===== src/rtl/core_pkg.sv =====
// Shared types for the memory-port arbiter: FSM states and requester IDs.
package core_pkg;

  typedef enum logic [1:0] {
    ARB_IDLE,
    ARB_ISSUE,
    ARB_WAIT
  } arb_state_t;

  typedef enum bit {
    REQ_IFU = 1'b0,
    REQ_LSU = 1'b1
  } req_id_t;

  function automatic req_id_t other_req(input req_id_t id);
    return (id == REQ_IFU) ? REQ_LSU : REQ_IFU;
  endfunction

endpackage


===== src/rtl/mem_arbiter_rr_arb2.sv =====
// Two-way round-robin grant: valid[0] = IFU, valid[1] = LSU.
module rr_arb2
  import core_pkg::*;
(
  input  logic [1:0] valid,
  input  req_id_t    last_grant,
  output logic       gnt_valid,
  output req_id_t    gnt
);

  always_comb begin
    gnt_valid = |valid;
    gnt       = REQ_IFU;
    unique case (valid)
      2'b01:   gnt = REQ_IFU;
      2'b10:   gnt = REQ_LSU;
      2'b11:   gnt = other_req(last_grant);
      default: gnt = REQ_IFU;
    endcase
  end

endmodule


===== src/rtl/mem_arbiter.sv =====
// Shares the single memory port between IFU fetch and LSU load/store,
// round-robin, one outstanding transaction at a time.
module mem_arbiter
  import core_pkg::*;
#(
  parameter int unsigned ADDR_W = 32,
  parameter int unsigned DATA_W = 32,
  parameter int unsigned MASK_W = 8
) (
  input  logic              clk,
  input  logic              rst,
  input  logic              ifu_req_valid,
  output logic              ifu_req_ready,
  input  logic [ADDR_W-1:0] ifu_addr,
  output logic              ifu_resp_valid,
  output logic [DATA_W-1:0] ifu_rdata,
  input  logic              lsu_req_valid,
  output logic              lsu_req_ready,
  input  logic              lsu_wen,
  input  logic [ADDR_W-1:0] lsu_addr,
  input  logic [DATA_W-1:0] lsu_wdata,
  input  logic [MASK_W-1:0] lsu_wmask,
  output logic              lsu_resp_valid,
  output logic [DATA_W-1:0] lsu_rdata,
  output logic              mem_req_valid,
  input  logic              mem_req_ready,
  output logic              mem_wen,
  output logic [ADDR_W-1:0] mem_addr,
  output logic [DATA_W-1:0] mem_wdata,
  output logic [MASK_W-1:0] mem_wmask,
  input  logic              mem_resp_valid,
  input  logic [DATA_W-1:0] mem_rdata
);

  arb_state_t        state_q, state_d;
  req_id_t           owner_q;
  req_id_t           last_q;
  logic              lat_wen;
  logic [ADDR_W-1:0] lat_addr;
  logic [DATA_W-1:0] lat_wdata;
  logic [MASK_W-1:0] lat_wmask;

  logic    gnt_valid;
  req_id_t gnt;
  logic    accept;

  rr_arb2 u_rr (
    .valid      ({lsu_req_valid, ifu_req_valid}),
    .last_grant (last_q),
    .gnt_valid  (gnt_valid),
    .gnt        (gnt)
  );

  // Readies are held low during reset so no handshake is signalled that
  // the reset would then silently drop.
  assign ifu_req_ready = !rst && (state_q == ARB_IDLE) && gnt_valid && (gnt == REQ_IFU);
  assign lsu_req_ready = !rst && (state_q == ARB_IDLE) && gnt_valid && (gnt == REQ_LSU);
  assign accept        = ifu_req_ready || lsu_req_ready;

  always_comb begin
    state_d = state_q;
    unique case (state_q)
      ARB_IDLE:  if (accept)         state_d = ARB_ISSUE;
      ARB_ISSUE: if (mem_req_ready)  state_d = ARB_WAIT;
      ARB_WAIT:  if (mem_resp_valid) state_d = ARB_IDLE;
      default:                       state_d = ARB_IDLE;
    endcase
  end

  always_comb begin
    mem_req_valid  = 1'b0;
    mem_wen        = 1'b0;
    mem_addr       = '0;
    mem_wdata      = '0;
    mem_wmask      = '0;
    ifu_resp_valid = 1'b0;
    ifu_rdata      = '0;
    lsu_resp_valid = 1'b0;
    lsu_rdata      = '0;
    if (!rst) begin
      unique case (state_q)
        ARB_ISSUE: begin
          mem_req_valid = 1'b1;
          mem_wen       = lat_wen;
          mem_addr      = lat_addr;
          mem_wdata     = lat_wdata;
          mem_wmask     = lat_wmask;
        end
        ARB_WAIT: begin
          if (owner_q == REQ_IFU) begin
            ifu_resp_valid = mem_resp_valid;
            ifu_rdata      = mem_rdata;
          end else begin
            lsu_resp_valid = mem_resp_valid;
            lsu_rdata      = mem_rdata;
          end
        end
        default: ;
      endcase
    end
  end

  always_ff @(posedge clk) begin
    if (rst) begin
      state_q   <= ARB_IDLE;
      owner_q   <= REQ_IFU;
      last_q    <= REQ_IFU;
      lat_wen   <= 1'b0;
      lat_addr  <= '0;
      lat_wdata <= '0;
      lat_wmask <= '0;
    end else begin
      state_q <= state_d;
      if (accept) begin
        owner_q <= gnt;
        last_q  <= gnt;
        if (gnt == REQ_LSU) begin
          lat_wen   <= lsu_wen;
          lat_addr  <= lsu_addr;
          lat_wdata <= lsu_wdata;
          lat_wmask <= lsu_wmask;
        end else begin
          lat_wen   <= 1'b0;
          lat_addr  <= ifu_addr;
          lat_wdata <= '0;
          lat_wmask <= '0;
        end
      end
    end
  end

endmodule


===== config.mk =====
export PLATFORM = sky130hd
export DESIGN_NAME = mem_arbiter
export DESIGN_NICKNAME = d
export VERILOG_FILES = /design/src/rtl/core_pkg.sv /design/src/rtl/mem_arbiter_rr_arb2.sv /design/src/rtl/mem_arbiter.sv
export SDC_FILE = /design/constraint.sdc
export NUM_CORES = 1
export LEC_CHECK = 0
export ABC_AREA = 0
export BUFFER_PORTS_ARGS = -buffer_cell sky130_fd_sc_hd__buf_2
export CORE_AREA = 2 2 110 112
export DETAILED_ROUTE_END_ITERATION = 6
export DIE_AREA = 0 0 112 114
export GPL_TIMING_DRIVEN = 0
export PLACE_DENSITY = 0.71
export SETUP_SLACK_MARGIN = 0.3
export SLEW_MARGIN = 20
export SYNTH_ARGS = -nofsm -noshare
export SYNTH_HDL_FRONTEND = slang
export SYNTH_SLANG_ARGS = --single-unit

===== constraint.sdc =====
create_clock -name clk -period 3.05 [get_ports clk]
set_input_delay 0.305 -clock clk [delete_from_list [all_inputs] [get_ports clk]]
set_output_delay 0.305 -clock clk [all_outputs]
set_load 0.05 [all_outputs]

==> flow_summary.toml, run 1 <==
[synth]
yosys.cell_types.count = 24
syn-cell-area_mm2 = 0.00401
synth_nets = 593
ys_seq_area_share_pct = 38.0
yosysWarningCount = 0
avgSynthCellArea_um2 = 8.91
syn_inst = 450
ys_seq_elements = 76

[setup_path]
path_class = "reg2out"
crit_required_ps = 2740
worst_path_max_delay_cell = "clkbuf_1"
cp.buffers_inverters = 4
worstSetupStartpointType = "flip-flop"
cp-end-kind = "output pin"
crit_chain = "buf_2 > nor3b_1 > buf_2 > clkbuf_1 > and2_1 > buf_2"
regToRegSetupSlack_ps = 1430
critPathMaxStageDelay_ps = 340
cp_max_fo = 10
crit_arrival_ps = 2180
cp_common_cell = "buf_2"
crit_family = "buffers and inverters"

[clock_network]
max-clock-path-buffers = 2
ctsHoldBuffers = 0
cts_root_buf = "clkbuf_16"
numCtsBuffers = 9
clk_latency_ps = 340
cts_resized = 0
cts.htree.levels = 3
cts_tree = "built"
post_cts_buffers = 0
cts_sinks = 76
clkTransAtPathRegs_ps = 60

[sta]
skew_ps = 5.38
finalHoldViolations = 0
period_share_pct = 81.6
max_freq_ghz = 0.402
slew-limit-headroom_pct = 52.8
setup_viol = 0
rsz0062_at_grt = "false"
tightestPinTransition_ps = 708
final.setup.tns_ps = 0
drv_slew = 0
period_minus_slack_ps = 2490

[global_route]
grt_util_all_layers_pct = 19.7
first_global_vias = 3795
antenna_found_initial = 0
grt_max_degree = 13
grt_overflow = 0
grt_pass1_wl_mm = 20.0

[final_layout]
drive_above_1_share_pct = 47.9
regArea_mm2 = 0.00152
fillers = 1127
finish.net_count = 888
multiInputGateArea_mm2 = 0.00225
num_antenna_cells = 0
mostFrequentLayoutCells = "buf_2, and2_1, dfxtp_1, nand2_1, a22o_1"
syn2layout_area_growth_pct = 47.2
layout_commonest_cell = "buf_2"

[flow_run]
max_cap_viol_count = 0

[pwr]
ir_drop_mv = 0.427
p_leak_nw = 3.09
p_per_area_mw_per_mm2 = 471
design_power_total_w = 0.00278

[floorplan]
placementRows = 40
die_w_um = 112
core_area_mm2 = 0.0117
die_h_um = 114
pin_count = 285
start_util_pct = 34.2
die_area_mm2 = 0.0128

[route]
drt_wl_total_mm = 13.2
drtAntennaViolNets = 0
first_pass_iters = 4
post_drt_wl_per_cell_um = 14.7
dr.first_iter.drc_count = 207
drc = 0
vias = 4200
vias_per_cell = 4.69

[placed_design]
io_buffer_count = 284
dpl.hpwl_mm = 10.2
gp_congestion = 0.838

[hold_path]
min_path_type = "in2reg"

[run_status]
status = "complete, no violations"
==> metrics by stage <==
stage / hold slack, ps / area (um^2) / cells / util [%] / setup slack (ps)
floorplan: 421 / 4010 / 450 / - / 719
finish: 185 / 5900 / 896 / 50.4 / 560
CTS: 175 / 5900 / 896 / 50.4 / 512
detailed placement: 449 / 5610 / 881 / 47.9 / 884
global route: 182 / 5900 / 896 / 50.4 / 365
global placement: 448 / 5610 / 881 / 47.9 / 905
==> logic make-up after synthesis <==
kind of cell	after synthesis	share of synthesized area (%)
simple gates	215	30.0
flops	76	38.0
compound gates	113	26.2
buf+inv	46	5.81
==> layer usage <==
| layer | up-vias | wire, um | global-route usage, % |
|---|---|---|---|
| li1 | 2144 | - | - |
| met3 | 13 | 926 | 4.25 |
| met1 | 1876 | 6030 | 26.9 |
| met2 | 167 | 6020 | 31.3 |
| met4 | 0 | 176 | 6.10 |
| met5 | - | 0 | 0 |
==> state kept, by name (all words and copies together), names as in the netlist <==
| signal | cells |
|---|---|
| lat_wen | 1 |
| last_q | 1 |
| lat_addr | 32 |
| lat_wmask | 8 |
| lat_wdata | 32 |
| state_q | 2 |
==> path summary, 6_finish.rpt <==
| path | from | end | cells after the start |
|---|---|---|---|
| max | state_q[0] | mem_wdata[24] | 6 |
| min | mem_req_ready | state_q[0] | 2 |
| max reg2reg | state_q[0] | lat_addr[5] | 5 |
| min reg2reg | lat_wmask[0] | lat_wmask[0] | 1 |
==> area by class of cell <==
type                    instances  share of cell area (%)
repair buffers                284                    24.1
clock inverters                 3                   0.360
clock buffers                  12                    4.52
well taps                     147                    3.12
flip-flops and latches         76                    25.8
plain buffers                  46                    3.94
multi-input cells             328                    38.2
==> synth_stat cells <==
cell       number  area share (%)
and4bb_2        1            0.31
nor2_1          2            0.19
and2_4          1            0.22
and3_1          1            0.16
nand3b_1        1            0.19
nor4b_2         1            0.37
nand2_1        65             6.1
and2_1        139              22
a2111oi_0       1            0.22
a21boi_2        1            0.28
a21bo_2         1            0.25
buf_6           5             1.4
a311oi_1        3            0.66
dfxtp_1        76              38
a21oi_2         1            0.22
nor2_4          1            0.28
a21oi_1        35             4.4
or2_1           1            0.16
clkbuf_2        1            0.12
a311oi_2       30              11
buf_2          17             2.1
nor3b_1         2            0.37
clkbuf_1       23             2.2
a22o_1         41             9.0
==> where the power goes <==
group | internal (W) | switching [W]
combinational | 0.000246 | 0.000380
clock | 0.000613 | 0.000419
sequential | 0.00108 | 0.0000402
total | 0.00194 | 0.000839
Power figures use the tool's default switching activity.
==> inputs of run 2 (changes only) <==
--- a/config.mk
+++ b/config.mk
@@ -5,13 +5,14 @@
 export SDC_FILE = /design/constraint.sdc
 export NUM_CORES = 1
 export LEC_CHECK = 0
-export ABC_AREA = 0
+export ABC_AREA = 1
 export BUFFER_PORTS_ARGS = -buffer_cell sky130_fd_sc_hd__buf_2
-export CORE_AREA = 2 2 110 112
+export CORE_ASPECT_RATIO = 1.25
+export CORE_MARGIN = 2
+export CORE_UTILIZATION = 39
 export DETAILED_ROUTE_END_ITERATION = 6
-export DIE_AREA = 0 0 112 114
 export GPL_TIMING_DRIVEN = 0
-export PLACE_DENSITY = 0.71
+export PLACE_DENSITY = 0.78
 export SETUP_SLACK_MARGIN = 0.3
 export SLEW_MARGIN = 20
 export SYNTH_ARGS = -nofsm -noshare
==> constraint.sdc (replaced) <==
create_clock -name clk -period 2.1 [get_ports clk]
set_input_delay 0.21 -clock clk [delete_from_list [all_inputs] [get_ports clk]]
set_output_delay 0.21 -clock clk [all_outputs]
set_load 0.05 [all_outputs]
==> run 2 against run 1 <==
Combinational power up 93%; setup slack worse by 460 ps; flip-flop and latch count stayed put; non-clock buffer count grew 26; via count is 49% higher; sequential share of layout area fell by 7.7 points; clock power grew 45%; register-to-register slack lost 880 ps; clock skew hardly changed; routed wire length is 59% higher; hold slack worse by 51 ps; largest power group unchanged.
==> flow_summary.toml, run 2 <==
[sta]
drv_slew = 0
skew_ps = 5.22
slew-limit-headroom_pct = 59.7
worst_slack_ps = 105
tightestPinTransition_ps = 605
final.setup.tns_ps = 0
finalHoldViolations = 0
setup_viol = 0
period_minus_slack_ps = 2000
period_share_pct = 95.0
rsz0062_at_grt = "true"
max_freq_ghz = 0.501

[route]
vias_per_cell = 4.99
dr.first_iter.drc_count = 307
drc = 0
drt_wl_total_mm = 20.9
post_drt_wl_per_cell_um = 16.6
vias = 6270
first_pass_iters = 6
drtAntennaViolNets = 0

[global_route]
grt_overflow = 0
grt_max_degree = 13
first_global_vias = 5895
antenna_found_initial = 2
grt_pass1_wl_mm = 28.9
grt_util_all_layers_pct = 29.3

[setup_path]
cp-end-kind = "output pin"
regToRegSetupSlack_ps = 550
cp_max_fo = 5
worstSetupStartpointType = "flip-flop"
path_class = "reg2out"
worst_path_max_delay_cell = "dfxtp_4"
crit_arrival_ps = 1790
crit_chain = "or2_4 > buf_8 > buf_16 > nor3_4 > buf_6"
cp.buffers_inverters = 3
critPathMaxStageDelay_ps = 360
crit_family = "simple AND/OR/NAND/NOR gates"
crit_required_ps = 1890

[final_layout]
biggestRegsByFlops = "lat_addr: 32 flops, lat_wdata: 32 flops, lat_wmask: 8 flops"
finish.net_count = 1255
syn2layout_area_growth_pct = 85.3
mostFrequentLayoutCells = "nand2_1, buf_2, inv_1, buf_6, a21oi_1"
layout_commonest_cell = "nand2_1"
drive_above_1_share_pct = 44.4

[synth]
synth_area_leaders = "dfxtp_1, nand2_1, inv_1"
syn-cell-area_mm2 = 0.00457
avgSynthCellArea_um2 = 5.67
synth_top_area_share_pct = 33.3
ys_seq_elements = 76
post-synth-top-area-cell = "dfxtp_1"
yosysWarningCount = 0
synth-edff-count = 0
synth_nets = 948
yosysMostFrequentCell = "nand2_1"
syn_inst = 805
synthArstFlopShare_pct = 0
synthFlopType = "dfxtp_1"
synthTopCellsByCount = "nand2_1, inv_1, nor2_1"
yosys.cell_types.count = 18
ys_seq_area_share_pct = 33.3

[floorplan]
die_h_um = 125
start_util_pct = 39.7
core_area_mm2 = 0.0115
pin_count = 285
die_area_mm2 = 0.0126
die_w_um = 101
placementRows = 44

[placed_design]
preCtsSetupSlack_ps = 254
dpl.hpwl_mm = 13.1
io_buffer_count = 283
gp_congestion = 0.892

[clock_network]
cts_tree = "built"
cts_root_buf = "clkbuf_16"
numCtsBuffers = 9
cts_sinks = 76
cts.htree.levels = 3
clk_latency_ps = 340
max-clock-path-buffers = 2
clkTransAtPathRegs_ps = 60

[pwr]
p_switching_w = 0.00139
ir_drop_mv = 0.432
seqPwrFrac_pct = 36.7
internal_power_w = 0.00287
p_sw_share_pct = 32.7
p_clk_share_pct = 35.0
p_leak_nw = 4.00
p_per_area_mw_per_mm2 = 504
comb_power_share_pct = 28.4

[flow_run]
max_cap_viol_count = 0

[hold_path]
min_path_type = "in2reg"

[run_status]
status = "complete, no violations"
-- run 2: final timing paths --
| kind | endpoint | cells after the start | startpoint |
|---|---|---|---|
| worst max-delay path | ifu_rdata[4] | 5 | last_q |
| worst min-delay path | state_q[0] | 4 | mem_req_ready |
| worst max register to register | lat_wdata[12] | 6 | state_q[0] |
| worst min register to register | lat_wdata[28] | 2 | lat_wdata[28] |
-- run 2: metrics by stage --
| stage | area [um^2] | cells | power (W) | hold slack (ps) | utilization [%] |
|---|---|---|---|---|---|
| after floorplan | 4690 | 805 | 0.00215 | 378 | - |
| after global placement | 6280 | 1226 | 0.00245 | 448 | 54.6 |
| after detailed placement | 6280 | 1226 | 0.00245 | 451 | 54.6 |
| after CTS | 7860 | 1249 | 0.00416 | 132 | 68.3 |
| after global routing | 8460 | 1255 | 0.00445 | 195 | 73.5 |
| final | 8460 | 1256 | 0.00427 | 134 | 73.6 |
-- run 2: cells by family (layout without fill, tap and decap cells) --
group	count (synthesis)	after routing	synth area share [%]
flip-flops	76	76	33.3
buffers and inverters	215	527	19.1
AND/OR/NAND/NOR	438	438	39.3
AO/OA/AOI/OAI	76	76	8.33
other	0	1	0
-- run 2: cell type report --
class	instances	area [um^2]
clock buffer	12	267
sequential	76	1530
antenna	1	2.50
fill	870	3040
buffer	60	534
clock inverter	4	22.5
inverter	155	584
tap	138	173
multi-input combinational	514	2960
timing repair buffer	296	2390
-- run 2: power by group through the flow --
stage | combinational [W] | sequential, W | clock [W]
floorplan | 0.000567 | 0.00158 | 0
global placement | 0.000861 | 0.00158 | 0
detailed placement | 0.000866 | 0.00159 | 0
CTS | 0.00108 | 0.00156 | 0.00151
global route | 0.00131 | 0.00157 | 0.00157
finish | 0.00121 | 0.00156 | 0.00149
-- run 2: worst register-to-register path, stage by stage, from the launching register on --
cell     delay (ps)
dfxtp_4         360
nor2_1          150
nand2_1         110
nor2_4          260
buf_2           320
nand2_1          90
a21oi_1         190
-- run 2: per-layer routing --
metal / GRT usage, % / part of all wire [%] / vias up
met4: 11.4 / 4.5 / 2
met2: 53.7 / 52 / 344
met1: 31.4 / 35 / 2828
met3: 7.38 / 8.9 / 79
met5: 0 / 0.062 / -
li1: - / - / 3017
-- run 2: what timing repair did --
| item | 4_1_cts | 5_1_grt |
|---|---|---|
| endpoints found under the setup margin | 137 | 138 |
| hold buffers | 0 | 0 |
| gates cloned | 4 | 2 |
| pin swaps | 16 | 21 |
| buffers inserted | 3 | 4 |
| resized for setup | 344 | 176 |
==> inputs of run 3 (changes only) <==
--- a/config.mk
+++ b/config.mk
@@ -5,14 +5,12 @@
 export SDC_FILE = /design/constraint.sdc
 export NUM_CORES = 1
 export LEC_CHECK = 0
-export ABC_AREA = 1
 export BUFFER_PORTS_ARGS = -buffer_cell sky130_fd_sc_hd__buf_2
-export CORE_ASPECT_RATIO = 1.25
-export CORE_MARGIN = 2
-export CORE_UTILIZATION = 39
+export CORE_AREA = 2 2 111 113
 export DETAILED_ROUTE_END_ITERATION = 6
+export DIE_AREA = 0 0 113 115
 export GPL_TIMING_DRIVEN = 0
-export PLACE_DENSITY = 0.78
+export PLACE_DENSITY = 0.72
 export SETUP_SLACK_MARGIN = 0.3
 export SLEW_MARGIN = 20
 export SYNTH_ARGS = -nofsm -noshare
==> run 3 against run 2 <==
The run now ends with DRC left; routed wire length fell by 25%; critical endpoint is now lsu_rdata[30]; clock skew barely moved; largest power group unchanged; via count fell by 28%; die area rose by 3.2%; sequential power rose by 4%; final area fell by 11%.
==> flow_summary.toml, run 3 (synthesis results as in run 1) <==
[global_route]
grt_max_degree = 14
first_global_vias = 4625
antenna_found_initial = 0
grt_overflow = 0
grt_pass1_wl_mm = 23.6
grt_util_all_layers_pct = 22.8

[sta]
slew-limit-headroom_pct = 53.2
drv_slew = 0
period_share_pct = 92.2
max_freq_ghz = 0.517
worst_slack_ps = 165
finalHoldViolations = 0
period_minus_slack_ps = 1940
skew_ps = 5.48
final.setup.tns_ps = 0
setup_viol = 0
rsz0062_at_grt = "true"
tightestPinTransition_ps = 702

[placed_design]
preCtsSetupSlack_ps = -10.7
gp_congestion = 0.804
dpl_cell_area_mm2 = 0.00562
dpl.hpwl_mm = 10.0
io_buffer_count = 284

[clock_network]
clk_latency_ps = 340
ctsHoldBuffers = 0
cts_tree = "built"
numCtsBuffers = 9
cts_sinks = 76
cts.htree.levels = 3
clkTransAtPathRegs_ps = 60
cts_root_buf = "clkbuf_16"
max-clock-path-buffers = 2

[pwr]
p_per_area_mw_per_mm2 = 578
ir_drop_mv = 0.368
p_leak_nw = 3.50

[final_layout]
mostFrequentLayoutCells = "buf_2, and2_1, buf_6, dfxtp_1, buf_8"
syn2layout_area_growth_pct = 87.6
stdcell_area_mm2 = 0.00752
drive_above_1_share_pct = 58.6
num_antenna_cells = 0
fillers = 903
layout_commonest_cell = "buf_2"
multiInputGateArea_mm2 = 0.00243
finish.net_count = 903
regArea_mm2 = 0.00152
biggestRegsByFlops = "lat_addr: 32 flops, lat_wdata: 32 flops, lat_wmask: 8 flops"

[floorplan]
die_h_um = 115
core_area_mm2 = 0.0118
die_area_mm2 = 0.0130
placementRows = 40
start_util_pct = 33.9
pin_count = 285
die_w_um = 113

[run_status]
status = "complete, but fails checks"
violations = "DRC"

[setup_path]
critPathMaxStageDelay_ps = 430
cp_common_cell = "buf_6"
crit_start = "state_q[0]"
rr_endpoint = "lat_addr[16]"
worst_path_max_delay_cell = "and4bb_4"
r2r-start = "state_q[0]"
crit_chain = "buf_6 > and4bb_4 > buf_8 > and2_1 > buf_6"
cp_max_fo = 10
cp-end-kind = "output pin"
crit_arrival_ps = 1730
regToRegSetupSlack_ps = 390
crit_required_ps = 1890
reg2regPathDepth = 7
endpoint = "lsu_rdata[30]"
worstSetupStartpointType = "flip-flop"
path_class = "reg2out"

[route]
drt_wl_total_mm = 15.6
vias = 4491
drtAntennaViolNets = 0
dr.first_iter.drc_count = 204
post_drt_wl_per_cell_um = 17.2
vias_per_cell = 4.92
first_pass_iters = 6
drc = 16

[flow_run]
max_cap_viol_count = 0

[hold_path]
min_path_type = "in2reg"
run 3: cell types whose count changed in the layout (fill, tap and decap cells not counted), sizes merged, moves of 2 or more:
| cell | previous run | this run |
|---|---|---|
| inv | 155 | 1 |
| nand2 | 216 | 65 |
| and2 | 0 | 140 |
| nor2 | 121 | 3 |
| nor3 | 66 | 0 |
| a22o | 0 | 41 |
| a21oi | 75 | 36 |
| nand3 | 34 | 0 |
| a311oi | 0 | 33 |
| buf | 332 | 318 |
| clkbuf | 36 | 38 |
| clkinv | 3 | 1 |
| nor3b | 0 | 2 |
run 3: per-stage QoR:
| step | util (%) | total power, W | std cells | hold WS (ps) |
|---|---|---|---|---|
| detailed placement | 47.6 | 0.00257 | 881 | 431 |
| finish | 63.6 | 0.00435 | 912 | 80.9 |
| CTS | 60.5 | 0.00432 | 905 | 67.9 |
| global route | 63.6 | 0.00453 | 912 | 74.7 |
| floorplan | - | 0.00227 | 450 | 326 |
| global placement | 47.6 | 0.00256 | 881 | 426 |
run 3: worst min path at each step:
stage	startpoint	end	slack, ps	cells past startpoint
detailed placement	lsu_wdata[20]	lat_wdata[20]	430	2
CTS	lsu_wmask[4]	lat_wmask[4]	70	2
floorplan	ifu_req_valid	last_q	330	1
global placement	lsu_wen	lat_wen	430	2
global route	lsu_wmask[1]	lat_wmask[1]	70	2
finish	lsu_wmask[4]	lat_wmask[4]	80	2
run 3: metal layers:
metal	GRT usage (%)	wire, um	vias to the layer above
met3	6.75	1140	37
met4	9.84	421	0
li1	-	-	2173
met2	38.7	7940	187
met1	27.0	6140	2094
met5	0	0	-
run 3: what timing repair did:
| item | in CTS | in global routing |
|---|---|---|
| pin swaps | 33 | 13 |
| gates resized for setup | 363 | 104 |
| gates cloned | 4 | 3 |
| setup endpoints to repair | 140 | 143 |
| setup buffers | 4 | 4 |
run 3: where the power goes:
part	internal, W	total, W	leakage (nW)	switching [W]
sequential	0.00157	0.00163	0.627	0.0000617
combinational	0.000498	0.00110	2.72	0.000600
clock	0.000987	0.00161	0.148	0.000627
run 3: cell type report:
cell class              count  area share [%]
plain buffers              46            5.58
clock buffers              11            3.36
clock inverters             5           0.782
multi-input cells         328            32.3
flip-flops and latches     76            20.3
well taps                 147            2.45
repair buffers            299            35.3
run 3: worst max-delay path: cells and delay by family (launching register included):
kind / cells / cell delay [ps]
simple gates: 2 / 610
buf+inv: 3 / 460
flops: 1 / 310
